`config.mk`:
```
export PLATFORM = sky130hd
export DESIGN_NAME = pipe_msg_serializer
export DESIGN_NICKNAME = d
export VERILOG_FILES = /design/src/rtl/pipe_msg_serializer_pkg.sv /design/src/rtl/pipe_msg_serializer_msg_fifo.sv /design/src/rtl/pipe_msg_serializer.sv
export SDC_FILE = /design/constraint.sdc
export NUM_CORES = 1
export LEC_CHECK = 0
export CAP_MARGIN = 40
export CELL_PAD_IN_SITES_DETAIL_PLACEMENT = 1
export CELL_PAD_IN_SITES_GLOBAL_PLACEMENT = 1
export CORE_MARGIN = 2
export CORE_UTILIZATION = 32
export CTS_CLUSTER_SIZE = 16
export DETAILED_ROUTE_END_ITERATION = 10
export GPL_TIMING_DRIVEN = 1
export PLACE_DENSITY = 0.64
export RECOVER_POWER = 25
export SLEW_MARGIN = 30
export SYNTH_ARGS = -nofsm -noshare
export SYNTH_HDL_FRONTEND = slang
export SYNTH_SLANG_ARGS = --single-unit
```
`constraint.sdc`:
```
create_clock -name CLK -period 15.3 [get_ports CLK]
set_clock_uncertainty 0.05 [all_clocks]
set_input_delay 3.06 -clock CLK [delete_from_list [all_inputs] [get_ports CLK]]
set_output_delay 3.06 -clock CLK [all_outputs]
set_load 0.005 [all_outputs]
```
`src/rtl/pipe_msg_serializer_pkg.sv`:
```
// Shared definitions for the packed-message serializer: header field
// positions, the header view of a message and the serializer FSM states.
package pipe_msg_serializer_pkg;

    localparam int BEAT_W  = 32;   // width of one output beat
    localparam int MID_LSB = 0;    // method id sits in the lowest bits
    localparam int MID_W   = 16;
    localparam int LEN_OFS = 16;   // length field starts this many bits below the message MSB
    localparam int LEN_W   = 16;

    // Header fields carried inside every packed message.
    typedef struct packed {
        logic [LEN_W-1:0] len;
        logic [MID_W-1:0] method_id;
    } msg_hdr_t;

    typedef enum logic {
        IDLE = 1'b0,
        SEND = 1'b1
    } ser_state_t;

    // Limit a requested beat count to what the message can actually hold.
    function automatic logic [LEN_W-1:0] clamp_len(input logic [LEN_W-1:0] raw,
                                                   input logic [LEN_W-1:0] max_len);
        return (raw > max_len) ? max_len : raw;
    endfunction

endpackage

```
`src/rtl/pipe_msg_serializer_msg_fifo.sv`:
```
// Small message FIFO: MSG_WIDTH x FIFO_DEPTH, registered occupancy count,
// head entry always visible on rd_data. Writes when full and reads when
// empty are ignored.
module msg_fifo
    import pipe_msg_serializer_pkg::*;
#(
    parameter int MSG_WIDTH  = 192,
    parameter int FIFO_DEPTH = 2,
    localparam int PTR_W     = (FIFO_DEPTH > 1) ? $clog2(FIFO_DEPTH) : 1,
    localparam int CNT_W     = PTR_W + 1
) (
    input  logic                 clk,
    input  logic                 rst,
    input  logic                 wr_en,
    input  logic [MSG_WIDTH-1:0] wr_data,
    input  logic                 rd_en,
    output logic [MSG_WIDTH-1:0] rd_data,
    output logic [CNT_W-1:0]     count,
    output logic                 full,
    output logic                 empty
);

    logic [MSG_WIDTH-1:0] mem_q [FIFO_DEPTH];
    logic [PTR_W-1:0]     wr_ptr_q, wr_ptr_d;
    logic [PTR_W-1:0]     rd_ptr_q, rd_ptr_d;
    logic [CNT_W-1:0]     count_q, count_d;
    logic                 do_wr;
    logic                 do_rd;

    assign full    = (count_q == CNT_W'(FIFO_DEPTH));
    assign empty   = (count_q == '0);
    assign count   = count_q;
    assign rd_data = mem_q[rd_ptr_q];
    assign do_wr   = wr_en && !full;
    assign do_rd   = rd_en && !empty;

    // Pointer and occupancy updates; pointers wrap naturally (depth is a power of 2).
    always_comb begin
        wr_ptr_d = wr_ptr_q;
        rd_ptr_d = rd_ptr_q;
        count_d  = count_q;
        if (do_wr) begin
            wr_ptr_d = wr_ptr_q + PTR_W'(1);
        end
        if (do_rd) begin
            rd_ptr_d = rd_ptr_q + PTR_W'(1);
        end
        unique case ({do_wr, do_rd})
            2'b10:   count_d = count_q + CNT_W'(1);
            2'b01:   count_d = count_q - CNT_W'(1);
            default: count_d = count_q;
        endcase
    end

    // Control registers; reset empties the FIFO.
    always_ff @(posedge clk) begin
        if (rst) begin
            wr_ptr_q <= '0;
            rd_ptr_q <= '0;
            count_q  <= '0;
        end else begin
            wr_ptr_q <= wr_ptr_d;
            rd_ptr_q <= rd_ptr_d;
            count_q  <= count_d;
        end
    end

    // Storage array; contents are only meaningful while counted as occupied.
    always_ff @(posedge clk) begin
        if (do_wr) begin
            mem_q[wr_ptr_q] <= wr_data;
        end
    end

endmodule

```
`src/rtl/pipe_msg_serializer.sv`:
```
// Serializes wide packed messages into 32-bit beats with a last flag.
// Messages are buffered in a small FIFO so the packer can push one per
// cycle while the narrow link drains; the beat count comes from the
// length field embedded in each message.
module pipe_msg_serializer
    import pipe_msg_serializer_pkg::*;
#(
    parameter int MSG_WIDTH  = 192,
    parameter int FIFO_DEPTH = 2
) (
    input  logic                 CLK,
    input  logic                 nRST,
    input  logic                 enq__ENA,
    input  logic [MSG_WIDTH-1:0] enq_v,
    output logic                 enq__RDY,
    output logic                 out__ENA,
    output logic [31:0]          out_data,
    output logic                 out_last,
    input  logic                 out__RDY,
    output logic [31:0]          msg_count,
    output logic                 err_drop,
    output logic                 err_clamp,
    output logic                 err_ovf
);

    localparam int               MAX_BEATS = MSG_WIDTH / BEAT_W;
    localparam logic [LEN_W-1:0] MAX_LEN   = LEN_W'(MAX_BEATS);
    localparam int               LEN_MSB   = MSG_WIDTH - LEN_OFS - 1;
    localparam int               PTR_W     = (FIFO_DEPTH > 1) ? $clog2(FIFO_DEPTH) : 1;
    localparam int               CNT_W     = PTR_W + 1;

    ser_state_t           state_q, state_d;
    logic [MSG_WIDTH-1:0] shift_q, shift_d;
    logic [LEN_W-1:0]     len_q, len_d;
    logic [LEN_W-1:0]     beat_cnt_q, beat_cnt_d;
    logic [31:0]          msg_count_q, msg_count_d;
    logic                 err_drop_q, err_drop_d;
    logic                 err_clamp_q, err_clamp_d;
    logic                 err_ovf_q, err_ovf_d;

    logic                 fifo_wr;
    logic                 fifo_pop;
    logic [MSG_WIDTH-1:0] fifo_head;
    logic [CNT_W-1:0]     fifo_count;
    logic                 fifo_full;
    logic                 fifo_empty;
    logic [LEN_W-1:0]     head_len;
    logic                 is_last;
    logic                 take;

    // Ready depends only on the registered occupancy, never on out__RDY,
    // so a full FIFO refuses a write even when a pop happens that cycle.
    assign enq__RDY = (fifo_count < CNT_W'(FIFO_DEPTH));
    assign fifo_wr  = enq__ENA && enq__RDY;
    assign head_len = fifo_head[LEN_MSB -: LEN_W];
    assign is_last  = (beat_cnt_q == (len_q - LEN_W'(1)));

    msg_fifo #(
        .MSG_WIDTH  (MSG_WIDTH),
        .FIFO_DEPTH (FIFO_DEPTH)
    ) u_fifo (
        .clk     (CLK),
        .rst     (nRST),
        .wr_en   (fifo_wr),
        .wr_data (enq_v),
        .rd_en   (fifo_pop),
        .rd_data (fifo_head),
        .count   (fifo_count),
        .full    (fifo_full),
        .empty   (fifo_empty)
    );

    // Next-state logic: beat stepping, message loading (with drop/clamp) and sticky errors.
    always_comb begin
        state_d     = state_q;
        shift_d     = shift_q;
        len_d       = len_q;
        beat_cnt_d  = beat_cnt_q;
        msg_count_d = msg_count_q;
        err_drop_d  = err_drop_q;
        err_clamp_d = err_clamp_q;
        err_ovf_d   = err_ovf_q | (enq__ENA & fifo_full);
        take        = 1'b0;
        fifo_pop    = 1'b0;

        unique case (state_q)
            IDLE: begin
                take = !fifo_empty;
            end
            SEND: begin
                if (out__RDY) begin
                    if (!is_last) begin
                        shift_d    = shift_q >> BEAT_W;
                        beat_cnt_d = beat_cnt_q + LEN_W'(1);
                    end else begin
                        msg_count_d = msg_count_q + 32'd1;
                        // Chain straight into the next message to avoid a bubble.
                        if (!fifo_empty) begin
                            take = 1'b1;
                        end else begin
                            state_d = IDLE;
                        end
                    end
                end
            end
            default: state_d = IDLE;
        endcase

        if (take) begin
            fifo_pop = 1'b1;
            if (head_len == '0) begin
                err_drop_d = 1'b1;
                state_d    = IDLE;
            end else begin
                state_d    = SEND;
                shift_d    = fifo_head;
                beat_cnt_d = '0;
                len_d      = clamp_len(head_len, MAX_LEN);
                if (head_len > MAX_LEN) begin
                    err_clamp_d = 1'b1;
                end
            end
        end
    end

    // FSM state register.
    always_ff @(posedge CLK) begin
        if (nRST) begin
            state_q <= IDLE;
        end else begin
            state_q <= state_d;
        end
    end

    // Datapath, counters and sticky error flags; reset also clears the beat output.
    always_ff @(posedge CLK) begin
        if (nRST) begin
            shift_q     <= '0;
            len_q       <= '0;
            beat_cnt_q  <= '0;
            msg_count_q <= '0;
            err_drop_q  <= 1'b0;
            err_clamp_q <= 1'b0;
            err_ovf_q   <= 1'b0;
        end else begin
            shift_q     <= shift_d;
            len_q       <= len_d;
            beat_cnt_q  <= beat_cnt_d;
            msg_count_q <= msg_count_d;
            err_drop_q  <= err_drop_d;
            err_clamp_q <= err_clamp_d;
            err_ovf_q   <= err_ovf_d;
        end
    end

    assign out__ENA  = (state_q == SEND);
    assign out_data  = shift_q[BEAT_W-1:0];
    assign out_last  = out__ENA && is_last;
    assign msg_count = msg_count_q;
    assign err_drop  = err_drop_q;
    assign err_clamp = err_clamp_q;
    assign err_ovf   = err_ovf_q;

endmodule

```
==> results of run 1 <==
==> logic make-up (layout without fill, tap and decap cells) <==
group / count (synthesis) / count (layout)
AOI/OAI and AO/OA: 514 / 514
and+or+nand+nor: 232 / 232
adders and majority gates: 4 / 4
xor gates and xnor gates: 23 / 23
buffers and inverters: 223 / 502
DFF: 649 / 649
other: 0 / 3
muxes: 197 / 197
==> synthesized netlist by cell type (18+ instances only) <==
cell | n | area share
mux2_2 | 133 | 0.059
o221a_2 | 122 | 0.054
nand2_1 | 29 | 0.0043
o31ai_1 | 25 | 0.0073
a211oi_1 | 65 | 0.019
nor2_1 | 61 | 0.0090
o21a_1 | 129 | 0.038
and3_1 | 18 | 0.0044
buf_4 | 32 | 0.0094
dfxtp_1 | 265 | 0.21
clkbuf_1 | 108 | 0.016
edfxtp_1 | 384 | 0.45
nand4_1 | 23 | 0.0056
or4_1 | 25 | 0.0073
o21ai_0 | 48 | 0.0094
a21oi_1 | 81 | 0.016
inv_1 | 57 | 0.0084
mux2i_1 | 64 | 0.025
==> power groups by stage <==
| stage | registers, mW | logic (mW) | clock network [mW] |
|---|---|---|---|
| finish | 2.54 | 1.61 | 1.76 |
| global route | 2.58 | 1.76 | 1.89 |
| CTS | 2.54 | 1.64 | 1.82 |
| detailed placement | 2.58 | 1.63 | 0 |
| global placement | 2.56 | 1.55 | 0 |
| floorplan | 2.51 | 1.14 | 0 |
==> worst min-delay path: stages, from the launching register on <==
cell and delay [ps]:
dfxtp_1 330, a31oi_1 40, nor2_1 70
==> registers in the layout, summed over array words and instances (netlist names), 2 cells and up, named ones only <==
signal        cells
msg_count        32
len_q            16
u_fifo.mem_q    384
beat_cnt_q       16
shift_q         192
u_fifo.count      2
==> area by class of cell <==
| cell class | count | area share |
|---|---|---|
| diodes | 3 | 0.0002359 |
| clock buffers | 109 | 0.06782 |
| clock inverters | 31 | 0.009554 |
| inverters | 58 | 0.006999 |
| multi-input cells | 970 | 0.2460 |
| flip-flops and latches | 649 | 0.5292 |
| well taps | 1050 | 0.04128 |
| repair buffers | 304 | 0.09892 |
==> final timing paths <==
check | slack [ps] | start | endpoint | cells after the start
min reg2reg | 430 | err_ovf | err_ovf | 2
min | 430 | err_ovf | err_ovf | 2
max reg2reg | 10180 | len_q[0] | shift_q[166] | 13
max | 8080 | len_q[0] | out_last | 10
==> cells in the final DEF (no fill, tap or decap), types with 7 or more instances in the layout <==
cell type        Yosys  layout
edfxtp_1           384     384
dfxtp_1            265     264
dlygate4sd3_1        0     140
mux2_2             133     133
o21a_1             129     128
clkdlybuf4s50_1      0     124
o221a_2            122     122
a21oi_1             81      81
clkbuf_16            0      78
a211oi_1            65      65
mux2i_1             64      64
nor2_1              61      58
inv_1               57      56
o21ai_0             48      48
nand2_1             29      27
or4_1               25      25
o31ai_1             25      25
nand4_1             23      23
clkbuf_1           108      22
buf_4               32      21
and3_1              18      17
xnor2_1             16      16
nor4_1              16      15
nand3_1             14      14
clkinv_2             0      12
or3_1                9       9
clkbuf_8             0       9
or2_2                8       8
nor3_1               7       7
xor2_1               7       7
buf_16               0       7
==> metal layers <==
metal	vias up	global-route usage
met3	97	0.02576
li1	7594	-
met4	2	0.05247
met5	-	0
met2	349	0.2809
met1	8243	0.2308
==> per-stage QoR <==
step                      setup WS [ps]  hold slack (ps)
after floorplan                    3385            410.5
after global placement             8173            407.7
final                              8079            425.5
after detailed placement           8510            421.1
after CTS                          7829            435.2
after global routing               7793            459.5
==> results.cfg, run 1 <==
[drt]
wl_met1_um = 32560
wl_met2_um = 33850
drc = 0
dr.pass1.iters = 5
top_layer_used = met5
wl_per_cell_um = 22.31
drt_wl_total_um = 70800
drt_iter0_drc = 947
route.met3.wl_um = 2827
ant_nets = 0
vias_per_cell = 5.131
vias = 16285

[pwr]
intPower_mw = 4.056
p_clk_frac = 0.298
p_leak_nw = 10.59
vdd_drop_max_mv = 0.1499
comb_power_share = 0.273
p_seq_frac = 0.429
power.switching_mw = 1.863
finalPower_mw = 5.919
power_density_nw_per_um2 = 186.0
sw_frac_of_total = 0.3148

[grt]
antenna_found_initial = 8
grt_pass1_wl_um = 107300
grt_pass1_vias = 17165
grtUsageTotal = 0.1703
grt_max_degree = 85
grt-ovfl-total = 0

[place]
gp_congestion = 0.8331
placed_area_um2 = 29240
io_buffer_count = 265
place_hpwl_um = 46090
place_inst = 3026

[die]
die_h_um = 286.7
start_util = 0.3233
dieArea_um2 = 82220
io_pins = 266
dieWidth_um = 286.7
core_um2 = 79130
fp-row-count = 103

[cells_and_area]
nFillCells = 8076
multiInputGateArea_um2 = 7829
finalCoreUtilization = 0.4022
areaGrowthSynthToFinish_pct = 24.40
drive_gt1_frac = 0.2070
nNetsFinal = 2258
finalNonFillerCells = 3174
area.sequential_um2 = 16840
design_area_um2 = 31820

[yosys]
synth_fa_ha_area_frac = 0.001956
synth_xor_area_frac = 0.007874
synth_compound_area_frac = 0.1594
yosysWarningCount = 0
synth_top_family_by_area = compound AO/OA/AOI/OAI gates
synth-edff-count = 384
yosys-mux-area-fraction = 0.08359
postSynthCellCount = 1842
syn-num-nets = 2042
syn_area_per_cell_um2 = 13.89
async_flop_share = 0
ys_types = 59
syn-cell-area_um2 = 25580
seq_area_frac_synth = 0.6581
ys.flop_type = edfxtp_1
ys_ff_latch = 649
yosys.area_share.simple = 0.04994

[timing]
fin_crit_sh = 0.4719
finalHoldViolCount = 0
worst_pin_slew_ps = 833.1
rsz0062_at_grt = no
setup_viol = 0
finalMaxSlewViolations = 0
fmax_mhz = 138.5
tns_ps = 0
period_minus_slack_ps = 7221
maxSlewHeadroom = 0.4385

[job]
drv_cap = 0

[status]
outcome = complete, no violations

[setup_path]
endpoint_kind = primary output
slowest_delay_ps = 700
crit_path_top_delay_cell = or4_1
arrival_ps = 4110
worstPathCellList = inv_1, ha_1, nor3b_1, clkbuf_2, nand4_1, xnor2_1, nand4_1, or4_1, nor2_1, clkdlybuf4s50_1
critPathBufInv = 3
criticalPathCategory = reg -> out
path_delay_family = simple AND/OR/NAND/NOR gates
required_ps = 12190
cp_common_cell = nand4_1
worst-path-max-fanout = 7
cp-start-kind = flip-flop

[cts]
cts_setup_buffers = 0
cts_hold_buffers = 0
cts_root_buf = clkbuf_16
cts_tree = built
clock_tree.buffer_depth = 3
post_cts_resized = 0
clk-insertion-delay-late_ps = 620
clock_sinks = 649
htreeDepth = 3
cts_buffers = 75
clkTransAtPathRegs_ps = 60

[min_path]
hold_path_class = reg -> reg
Note: power is estimated with default switching activity, not from simulation.
==> run 2: changes to the inputs <==
==> constraint.sdc (replaced) <==
create_clock -name CLK -period 6.9 [get_ports CLK]
set_clock_uncertainty 0.05 [all_clocks]
set_input_delay 1.38 -clock CLK [delete_from_list [all_inputs] [get_ports CLK]]
set_output_delay 1.38 -clock CLK [all_outputs]
set_load 0.005 [all_outputs]
==> run 2 against run 1 <==
Net effect: hold slack improved by 11 ps; setup slack got worse by 7100 ps; die area unchanged; first-iteration DRC count decreased by 1.6%; cell count decreased by 0.54%; sequential power increased by 120%; register-to-register slack got worse by 7800 ps; count of clock-buffer cells in the layout decreased by 1; cell area decreased by 0.67%; via count decreased by 1.3%; non-clock buffer count decreased by 10; sequential share of layout area increased by 0.36 points; highest routed layer unchanged.
==> results.cfg, run 2 (synthesis gave the netlist of run 1 again) <==
[drt]
dr.pass1.iters = 5
vias_per_cell = 5.091
vias = 16073
drt_iter0_drc = 932
drt_wl_total_um = 69700
wl_per_cell_um = 22.08
ant_nets = 0
drc = 0

[place]
gp_congestion = 0.8101
placed_area_um2 = 29150
io_buffer_count = 265
place_hpwl_um = 44240

[cts]
cts_tree = built
htreeDepth = 3
clkTransAtPathRegs_ps = 60
cts_setup_buffers = 0
clk-insertion-delay-late_ps = 610
cts_buffers = 73
cts_root_buf = clkbuf_16
post_cts_resized = 0
clock_sinks = 649
clock_tree.buffer_depth = 3
cts_hold_buffers = 0

[cells_and_area]
nNetsFinal = 2246
drive_gt1_frac = 0.1976
final_common_cell = edfxtp_1
design_area_um2 = 31610
finalCoreUtilization = 0.3995
multiInputGateArea_um2 = 7825
area.sequential_um2 = 16840
areaGrowthSynthToFinish_pct = 23.56
nFillCells = 8152
regMostFlops = u_fifo.mem_q
mostFrequentLayoutCells = 384 x edfxtp_1, 264 x dfxtp_1, 138 x dlygate4sd3_1
largest_reg_flops = 384

[setup_path]
cp-start-kind = flip-flop
rr_startpoint = len_q[0]
arrival_ps = 4480
endpoint_kind = primary output
criticalPathCategory = reg -> out
reg2reg_to = shift_q[45]
critPathBufInv = 3
worstPathCellList = inv_1, ha_1, nor3b_1, nand4_1, xnor2_1, nand4_1, or4_1, buf_4, nor2_1, clkdlybuf4s50_1
path_delay_family = simple AND/OR/NAND/NOR gates
crit_path_top_delay_cell = nor3b_1
slowest_delay_ps = 700
rrSetupSlack_ps = 2360
cp_common_cell = nand4_1
ff2ff_path_depth = 10
required_ps = 5470
worst-path-max-fanout = 64

[die]
core_um2 = 79130
start_util = 0.3233
die_h_um = 286.7
io_pins = 266
dieWidth_um = 286.7
dieArea_um2 = 82220
fp-row-count = 103

[grt]
grt_pass1_wl_um = 105400
antenna_found_initial = 10
grtUsageTotal = 0.1664
grt_pass1_vias = 16967
grt-ovfl-total = 0
grt_max_degree = 140

[timing]
fmax_mhz = 169.2
setup_viol = 0
finalMaxSlewViolations = 0
finalHoldViolCount = 0
maxSlewHeadroom = 0.3863
tns_ps = 0
period_minus_slack_ps = 5909
worst_pin_slew_ps = 920.5
rsz0062_at_grt = no
fin_crit_sh = 0.8563

[min_path]
hold_path_class = reg -> reg
worstHoldEndpoint = err_ovf
hold_start = err_ovf
holdPathStages = 2

[job]
drv_cap = 0

[pwr]
p_leak_nw = 10.47
vdd_drop_max_mv = 0.2729
power_density_nw_per_um2 = 412.4

[status]
outcome = complete, no violations
[run 2: cell types whose count changed in the layout (fill, tap and decap cells not counted), sizes merged]
cell	previous run	this run
buf	39	29
bufinv	2	6
clkbuf	110	109
clkdlybuf4s50	124	126
clkinv	22	18
clkinvlp	3	2
diode	3	2
dlygate4sd3	140	138
inv	62	58
[run 2: worst max-delay path by stage]
stage                        start                  to  slack [ps]  cells past startpoint
after floorplan           enq__ENA  u_fifo.mem_q[1][0]         450                      1
after global placement    len_q[0]            out_last        1830                     10
after detailed placement  len_q[0]            out_last        1630                     10
after CTS                 len_q[0]            out_last         970                     10
after global routing      len_q[0]            out_last         720                     10
final                     len_q[0]            out_last         990                     10
[run 2: where the power goes]
part           internal, mW  total, mW  switching, mW
clock                  2.32       3.88           1.56
combinational          1.57       3.55           1.98
sequential             5.13       5.61          0.479
[run 2: area by class of cell]
cell class              instances  area share
diodes                          2   0.0001583
clock inverters                26     0.01037
repair buffers                294     0.09476
well taps                    1050     0.04156
clock buffers                 108     0.06583
flip-flops and latches        649      0.5327
multi-input cells             970      0.2475
inverters                      58    0.007046
[run 2: metal layers]
layer  share of wire  vias up  track usage  wire length [um]
li1                -     7559            -                 -
met1            0.46     8074       0.2270             32130
met2            0.47      330       0.2697             33030
met3           0.039      104      0.03060              2749
met4           0.025        6      0.04909              1751
met5         0.00052        -            0                36
[run 2: worst min-delay path, stage by stage, from the launching register on]
cell and delay [ps]:
dfxtp_1 340, a31oi_1 40, nor2_1 70
[run 2: per-stage QoR]
step / power, mW / worst slack, ps / hold slack (ps) / cells
after global routing: 13.71 / 720.4 / 477.0 / 3157
after detailed placement: 9.280 / 1634 / 431.3 / 3017
after global placement: 9.116 / 1833 / 408.7 / 3012
after CTS: 13.22 / 974.1 / 445.1 / 3151
after floorplan: 8.025 / 452.1 / 410.5 / 1842
final: 13.04 / 991.4 / 436.3 / 3157
==> run 3: changes to the inputs <==
--- a/config.mk
+++ b/config.mk
@@ -15,6 +15,7 @@
 export GPL_TIMING_DRIVEN = 1
 export PLACE_DENSITY = 0.64
 export RECOVER_POWER = 25
+export SKIP_LAST_GASP = 1
 export SLEW_MARGIN = 30
 export SYNTH_ARGS = -nofsm -noshare
 export SYNTH_HDL_FRONTEND = slang
==> results of run 3 <==
Same layout as run 2: the final DEF is identical, and so are final timing and power.
